[src/rtl/store_buffer_pkg.sv]
// Shared store/load definitions: funct3 encodings and byte-lane helpers.
// Also imported by the load writeback extractor.
package store_buffer_pkg;

  localparam logic [2:0] F3_SB = 3'b000;
  localparam logic [2:0] F3_SH = 3'b001;
  localparam logic [2:0] F3_SW = 3'b010;

  typedef logic [3:0] strb_t;

endpackage

[src/rtl/store_align.sv]
// Combinational store aligner: replicates store data across byte lanes,
// builds byte strobes and flags misaligned or unknown store encodings.
module store_align
  import store_buffer_pkg::*;
(
  input  logic [1:0]  addr_lo_i,
  input  logic [2:0]  funct3_i,
  input  logic [31:0] data_i,
  output logic [31:0] wdata_o,
  output strb_t       wstrb_o,
  output logic        err_o
);

  // Lane replication, strobe generation and alignment check per store size.
  always_comb begin
    wdata_o = '0;
    wstrb_o = '0;
    err_o   = 1'b0;
    case (funct3_i)
      F3_SB: begin
        wstrb_o = 4'b0001 << addr_lo_i;
        wdata_o = {4{data_i[7:0]}};
      end
      F3_SH: begin
        if (addr_lo_i[0]) begin
          err_o = 1'b1;
        end else begin
          wstrb_o = addr_lo_i[1] ? 4'b1100 : 4'b0011;
          wdata_o = {2{data_i[15:0]}};
        end
      end
      F3_SW: begin
        if (addr_lo_i != 2'b00) begin
          err_o = 1'b1;
        end else begin
          wstrb_o = 4'b1111;
          wdata_o = data_i;
        end
      end
      default: err_o = 1'b1;
    endcase
  end

endmodule

[src/rtl/store_buffer.sv]
// Store buffer: aligns MEM-stage stores, queues them in a DEPTH-entry FIFO
// and drains them to the data-memory write port with valid/ready.
// Optional macro STORE_FWD_EN enables the load/store word-address hazard
// compare on ld_hazard; without it ld_hazard is constant 0.
module store_buffer
  import store_buffer_pkg::*;
#(
  parameter int DEPTH = 2,
  parameter int AW    = 32
) (
  input  logic          clk,
  input  logic          rst_n,
  input  logic          st_valid,
  output logic          st_ready,
  input  logic [AW-1:0] st_addr,
  input  logic [31:0]   st_data,
  input  logic [2:0]    st_funct3,
  output logic          st_err,
  output logic          mem_wvalid,
  input  logic          mem_wready,
  output logic [AW-1:0] mem_waddr,
  output logic [31:0]   mem_wdata,
  output logic [3:0]    mem_wstrb,
  input  logic [AW-1:0] ld_addr,
  output logic          ld_hazard,
  output logic          idle
);

  localparam int PW = (DEPTH > 1) ? $clog2(DEPTH) : 1;
  localparam int CW = $clog2(DEPTH + 1);

  logic [PW-1:0] wr_ptr_q, wr_ptr_d;
  logic [PW-1:0] rd_ptr_q, rd_ptr_d;
  logic [CW-1:0] count_q, count_d;
  logic          st_err_q, st_err_d;

  // Entry storage is intentionally not reset; validity comes from count_q.
  logic [AW-3:0] waddr_q [DEPTH];
  logic [31:0]   wdata_q [DEPTH];
  strb_t         wstrb_q [DEPTH];

  logic [31:0] al_wdata;
  strb_t       al_wstrb;
  logic        al_err;
  logic        accept, push, pop, full;

  store_align u_align (
    .addr_lo_i (st_addr[1:0]),
    .funct3_i  (st_funct3),
    .data_i    (st_data),
    .wdata_o   (al_wdata),
    .wstrb_o   (al_wstrb),
    .err_o     (al_err)
  );

  assign full       = (count_q == CW'(DEPTH));
  assign st_ready   = !full;
  assign accept     = st_valid && st_ready;
  assign push       = accept && !al_err;
  assign mem_wvalid = (count_q != '0);
  assign idle       = (count_q == '0);
  assign pop        = mem_wvalid && mem_wready;
  assign st_err     = st_err_q;

  assign mem_waddr = {waddr_q[rd_ptr_q], 2'b00};
  assign mem_wdata = wdata_q[rd_ptr_q];
  assign mem_wstrb = wstrb_q[rd_ptr_q];

  // Pointer/count next state; pointers wrap naturally since DEPTH is a power of two.
  always_comb begin
    wr_ptr_d = wr_ptr_q;
    rd_ptr_d = rd_ptr_q;
    count_d  = count_q;
    st_err_d = accept && al_err;
    if (push) wr_ptr_d = wr_ptr_q + PW'(1);
    if (pop)  rd_ptr_d = rd_ptr_q + PW'(1);
    case ({push, pop})
      2'b10:   count_d = count_q + CW'(1);
      2'b01:   count_d = count_q - CW'(1);
      default: count_d = count_q;
    endcase
  end

  // Control state; async reset discards all pending stores immediately.
  always_ff @(posedge clk or negedge rst_n) begin
    if (!rst_n) begin
      wr_ptr_q <= '0;
      rd_ptr_q <= '0;
      count_q  <= '0;
      st_err_q <= 1'b0;
    end else begin
      wr_ptr_q <= wr_ptr_d;
      rd_ptr_q <= rd_ptr_d;
      count_q  <= count_d;
      st_err_q <= st_err_d;
    end
  end

  // Entry write on enqueue; held unchanged until popped, giving AXI-style hold.
  always_ff @(posedge clk) begin
    if (push) begin
      waddr_q[wr_ptr_q] <= st_addr[AW-1:2];
      wdata_q[wr_ptr_q] <= al_wdata;
      wstrb_q[wr_ptr_q] <= al_wstrb;
    end
  end

`ifdef STORE_FWD_EN
  logic [PW-1:0] hz_off;

  // Word-address match of the load against every live entry and the incoming store.
  always_comb begin
    ld_hazard = push && (st_addr[AW-1:2] == ld_addr[AW-1:2]);
    hz_off    = '0;
    for (int i = 0; i < DEPTH; i++) begin
      hz_off = PW'(i) - rd_ptr_q;
      if ((CW'(hz_off) < count_q) && (waddr_q[i] == ld_addr[AW-1:2])) begin
        ld_hazard = 1'b1;
      end
    end
  end
`else
  logic unused_ld_addr;
  assign unused_ld_addr = ^ld_addr;
  assign ld_hazard      = 1'b0;
`endif

endmodule
[config.mk]
export PLATFORM = sky130hd
export DESIGN_NAME = store_buffer
export DESIGN_NICKNAME = d
export VERILOG_FILES = /design/src/rtl/store_buffer_pkg.sv /design/src/rtl/store_align.sv /design/src/rtl/store_buffer.sv
export SDC_FILE = /design/constraint.sdc
export NUM_CORES = 1
export LEC_CHECK = 0
export BUFFER_PORTS_ARGS = -buffer_cell sky130_fd_sc_hd__buf_2
export CAP_MARGIN = 20
export CELL_PAD_IN_SITES_DETAIL_PLACEMENT = 2
export CELL_PAD_IN_SITES_GLOBAL_PLACEMENT = 2
export CORE_MARGIN = 2
export CORE_UTILIZATION = 39
export DETAILED_ROUTE_END_ITERATION = 10
export PLACE_DENSITY_LB_ADDON = 0.1
export SLEW_MARGIN = 40
export SYNTH_ARGS = -nofsm -noshare
export SYNTH_HDL_FRONTEND = slang
export SYNTH_HIERARCHICAL = 1
export SYNTH_SLANG_ARGS = --single-unit
export TNS_END_PERCENT = 30
[constraint.sdc]
create_clock -name clk -period 10.4 [get_ports clk]
set_input_delay 0.52 -clock clk [delete_from_list [all_inputs] [get_ports clk]]
set_output_delay 0.52 -clock clk [all_outputs]
set_load 0.1 [all_outputs]
Yosys cells after proc, flatten, opt, wreduce, memory -nomap -nowiden
Memory sizes are Yosys's and may differ from the RTL's.
Cells that the tools add are included.
{ "word_totals": {"register_bits": 5, "mem_bits_rw": 132, "n_memories": 3, "in_bits": 103, "out_inout_bits": 73, "word_cells": 41} }
{ "mem_list": {"columns": ["name", "words", "word_bits", "rd", "rd_ports_with_merged_regs", "write_ports", "line", "text"], "rows": [
  ["wdata_q", 2, 32, 1, 0, 1, "store_buffer.sv:39", "logic [31:0] wdata_q [DEPTH];"],
  ["waddr_q", 2, 30, 1, 0, 1, "store_buffer.sv:38", "logic [AW-3:0] waddr_q [DEPTH];"],
  ["wstrb_q", 2, 4, 1, 0, 1, "store_buffer.sv:40", "strb_t wstrb_q [DEPTH];"]
]} }
{ "classes": {"addsub": 4, "n_eq_ne": 5, "muxes": 13, "n_reduce_logical": 11, "shifts": 1} }
{ "ops": {"columns": ["operator", "count"], "rows": [
  ["$pmux W32 S3", 1],
  ["$mux W32", 2],
  ["$mux W4", 3],
  ["$pmux W4 S3", 1],
  ["$reduce_bool A2 Y1", 3],
  ["$eq A2 B2 Y1 const B", 2],
  ["$logic_and A1 B1 Y1", 4],
  ["$mux W1", 4],
  ["$pmux W2 S2", 1],
  ["$shl A1 B2 Y4 const A", 1],
  ["$eq A3 B1 Y1 const B", 1],
  ["$eq A3 B2 Y1 const B", 1],
  ["$logic_not A3 Y1", 1],
  ["$pmux W1 S3", 1],
  ["$add A1 B1 Y1 const B", 2],
  ["$add A2 B1 Y2 const B", 1],
  ["$eq A2 B1 Y1 const B", 1],
  ["$logic_not A1 Y1", 2],
  ["$logic_not A2 Y1", 1],
  ["$sub A2 B1 Y2 const B", 1]
]} }

Longest topological paths before layout
{ "depth": {"ltp_word": 7, "mapped_depth": 10, "depth_no_buf": 8} }

Hierarchy
The synthesis kept the hierarchy.
{ "by_module_without_submodules": {"columns": ["mod", "cells_each", "n_inst", "area_per_inst_um2", "seq_area_each_um2"], "rows": [
  ["store_buffer", 230, 1, 5134.9, 4088.9],
  ["store_align", 68, 1, 570.5, 0.0]
]} }

Worst setup path after synthesis
OpenSTA, ideal clock, no wires.
{ "synth_timing": {"path_kind": "input-to-reg", "from": "input st_funct3[0]", "to": "memory waddr_q[0][0] (netlist bit) (enable)", "t_arrival_ns": 4.509, "required_ns": 9.909, "cell_stages": 7, "setup_slack_ns": 5.401, "n_path_buf": 2, "setup_time_ns": 0.491, "cell_sequence": "buf_4 o21a_1 o22a_2 buf_2 or2_2 nand3b_1 nor2_1"} }
{ "synth_via": {"elab_chain_len": 6, "word_cells_on_any_way": 8, "cone_classes": "eq/ne: 2; mux: 3; reduce/logical: 3"} }
{ "synth_lines": {"columns": ["element", "line", "text"], "rows": [
  ["start: declaration", "store_buffer.sv:17", "input logic [2:0] st_funct3,"],
  ["$eq A3 B2 Y1 (tied with other cells)", "store_align.sv:19", "case (funct3_i)"],
  ["$pmux W1 S3 (*)", "store_align.sv:19", null],
  ["named net al_err", "store_buffer.sv:44", "logic al_err;"],
  ["$logic_not A1 Y1 (*)", "store_buffer.sv:59", "assign push = accept && !al_err;"],
  ["$logic_and A1 B1 Y1 (*)", "store_buffer.sv:59", null],
  ["$mux W1 (*)", "store_buffer.sv:101", "if (push) begin"],
  ["$mux W1 (implied by the code) (*)", "store_buffer.sv:102", "waddr_q[wr_ptr_q] <= st_addr[AW-1:2];"],
  ["end: declaration", "store_buffer.sv:38", null]
]} }
Mark *: on every way through the listed nets, which the timed path passes. The rest lies on a longest branch.

Final worst setup path
{ "layout_timing": {"from": "register rd_ptr_q", "to": "output mem_wdata[2]"} }
{ "layout_via": {"elab_chain_len": 1} }
{ "layout_lines": {"columns": ["element", "line", "text"], "rows": [
  ["start: declaration", "store_buffer.sv:33", "logic [PW-1:0] rd_ptr_q, rd_ptr_d;"],
  ["start signal: assignment", "store_buffer.sv:93", "rd_ptr_q <= rd_ptr_d;"],
  ["$mem_v2 Z2 W32", null, null],
  ["end: declaration", "store_buffer.sv:22", "output logic [31:0] mem_wdata,"]
]} }
No other way between the ends.

==> reports/metrics.csv <==
metric,value,unit
vias in the first global route,3571,
Vias,3182,
die area,15600,um^2
CP required,9.88,ns
Die Ht,125,um
critical path's largest stage delay,0.61,ns
"Arr. time, crit path",2.19,ns
DP Wirelength,8100,um
H-Tree Level Count,4,
antenna violations before repair,0,
"most common cell after layout, fill and taps aside",buf_2,
switching power,1.05,mW
Layout area overhead,24.8,%
Layout Nets,550,
port bufs,140,
yosys warns,6,
"Seq/Total Area, Yosys",71.7,%
post-synthesis cell area,5710,um^2
Power Density,316,nW/um^2
layout cell share with drive strength beyond 1,54.4,%
Setup CP Type,reg -> out,
Avg Vias per Cell,4.96,
IO Count,176,
unrepaired setup endpoints after global routing,false,
Hold Fails Final Rpt,0,
run status,"finished, final reports clean",
crit share post-route,26.0,%
crit path cell chain,buf_12 > buf_12 > mux2_2 > buf_2,
Seq pwr share,30.5,%
first-pass GRT wire length,19600,um
CP max-delay cell,dfrtp_4,
WL final,12700,um
P_int,1.20,mW
clock power share,23.5,%
largest net degree at the start of global routing,67,
GRT Total Usage,16.7,%
final clock skew,0.00880,ns
"Setup violations, final",0,
Switching Fraction,46.7,%
clock slew seen by the registers of the worst setup and hold paths,0.06,ns
Fin Setup TNS,0,ns
worst-case clock buffer depth,2,
startpoint types,register,
chip width,125,um
Site Rows,44,
"commonest cells after routing, fill and taps aside","buf_2, edfxtp_1, mux2_2, mux2_4, clkbuf_16",
wire per inst,19.8,um
VDD IR max,0.000160,V
Slew headroom,46.1,%
Leak,2.86,nW
post-layout min period,2.71,ns
First-pass DRT Iterations,4,
"Slew Viols, Final",0,
routability congestion estimate,0.675,
CP max FO,28,
Syn Area/Cell,19.1,um^2
Placeable Area,14400,um^2
DRT iter0 DRCs,109,
initial core utilization,39.6,%
Antenna Cells,0,
total congestion overflow,0,
CTS root buf,clkbuf_16,
TritonCTS clock tree,yes,
Routed Antenna Nets,0,
Max-Cap Viols,0,
CTS Buf Count,17,
fillers,1358,
worst-margin pin slew,0.804,ns
Max Fclk,369,MHz
fin cells,642,
DRC Markers,0,
post-synthesis cell count,298,
Placed Cells,610,
Yosys cell types,37,
CP Capture Type,primary output,
Synth Register Bits,137,
Post-CTS Setup Inserts,0,
clk_lat worst skew,0.41,ns
logic gate share of total power,46.0,%
Crit path top cell by count,buf_12,
Clock Sinks,137,
HP Class,in -> reg,
through the flow:
step,area [um^2],setup WS (ns),total power [mW],hold slack [ns],util (%)
floorplan,5710,5.40,1.60,0.224,-
global placement,6540,7.25,1.72,0.343,45.3
detailed placement,6580,7.40,1.74,0.343,45.6
CTS,7110,7.61,2.28,0.278,49.3
global route,7120,7.58,2.33,0.283,49.4
finish,7120,7.69,2.25,0.301,49.4
path summary, 6_finish.rpt:
| path | start | end | slack, ns | cells after the start |
|---|---|---|---|---|
| max | rd_ptr_q | mem_wdata[2] | 7.69 | 4 |
| min | st_addr[24] | waddr_q[1][22] | 0.30 | 1 |
| max reg2reg | count_q[0] | waddr_q[1][27] | 8.44 | 4 |
| min reg2reg | count_q[1] | count_q[1] | 0.52 | 1 |
| max in group asynchronous | rst_n | rd_ptr_q | 9.79 | 2 |
| min in group asynchronous | rst_n | count_q[0] | 0.46 | 2 |
Yosys cell counts:
| cell type | instances | area share, % |
|---|---|---|
| edfxtp_1 | 132 | 69 |
| mux2_2 | 36 | 7.1 |
| mux2_4 | 30 | 7.9 |
| a21o_1 | 16 | 2.1 |
| a22o_1 | 12 | 1.8 |
| nor3b_1 | 8 | 1.1 |
| buf_2 | 6 | 0.53 |
| buf_4 | 5 | 0.66 |
| buf_6 | 5 | 0.99 |
| dfrtp_1 | 5 | 2.2 |
| a22o_2 | 4 | 0.70 |
| nor2_1 | 4 | 0.26 |
| xnor2_1 | 4 | 0.61 |
| xor2_1 | 3 | 0.46 |
| inv_1 | 2 | 0.13 |
| nand2b_1 | 2 | 0.22 |
| nor3_1 | 2 | 0.18 |
| o21a_1 | 2 | 0.26 |
| o21ai_0 | 2 | 0.18 |
| a211oi_2 | 1 | 0.22 |
| a21oi_1 | 1 | 0.088 |
| and2_1 | 1 | 0.11 |
| and3_1 | 1 | 0.11 |
| buf_8 | 1 | 0.26 |
| clkbuf_1 | 1 | 0.066 |
| conb_1 | 1 | 0.066 |
| ha_1 | 1 | 0.22 |
| nand2b_2 | 1 | 0.15 |
| nand3b_1 | 1 | 0.13 |
| nor2_8 | 1 | 0.35 |
| nor3_2 | 1 | 0.18 |
| nor4b_4 | 1 | 0.42 |
| o22a_2 | 1 | 0.18 |
| o32a_2 | 1 | 0.20 |
| or2_1 | 1 | 0.11 |
| or2_2 | 1 | 0.11 |
| or3_4 | 1 | 0.20 |
logic make-up after synthesis:
logic type,Yosys count,share of synthesized area [%]
buffers and inverters,20,2.63
muxes,66,15.0
and+or+nand+nor,26,3.57
other,1,0.0657
xor gates and xnor gates,7,1.07
DFF,137,71.7
adders and majority gates,1,0.219
AOI/OAI and AO/OA,40,5.77
state kept, by name (all words and copies together), names as in the netlist:
name and count:
wr_ptr_q 1, wdata_q 64, wstrb_q 8, count_q 2, st_err 1, waddr_q 60
rd_ptr_q 1
worst max-delay path: cells and delay by family, from the launching register on:
kind	cells	cell delay [ns]
muxes	1	0.38
buffers and inverters	3	0.78
DFF	1	0.61
area by class of cell:
class                   count  area [um^2]  share of cell area [%]
flip-flops and latches    137         4090                    57.5
multi-input cells         143         1500                    21.0
repair buffers            145          773                    10.9
clock buffers              20          437                    6.13
well taps                 184          230                    3.23
clock inverters            11         82.6                    1.16
inverters                   2         7.51                   0.105
power by group through the flow:
stage	sequential [mW]	combinational (mW)	clock (mW)
after floorplan	0.686	0.912	0
after global placement	0.745	0.975	0
after detailed placement	0.699	1.04	0
after CTS	0.689	1.05	0.546
after global routing	0.693	1.07	0.566
final	0.686	1.04	0.530
repair_timing:
item	in CTS	in global routing
resized for setup	0	0
endpoints found under the hold margin	5	0
hold buffers	1	0
metal layers:
metal	vias up	wire length [um]	track usage, %
met4	0	171	6.21
met5	-	0	0
met2	106	6550	27.8
met3	12	640	4.58
met1	1603	5360	21.0
li1	1461	-	-
No activity file was read; power rests on OpenSTA's default activity.
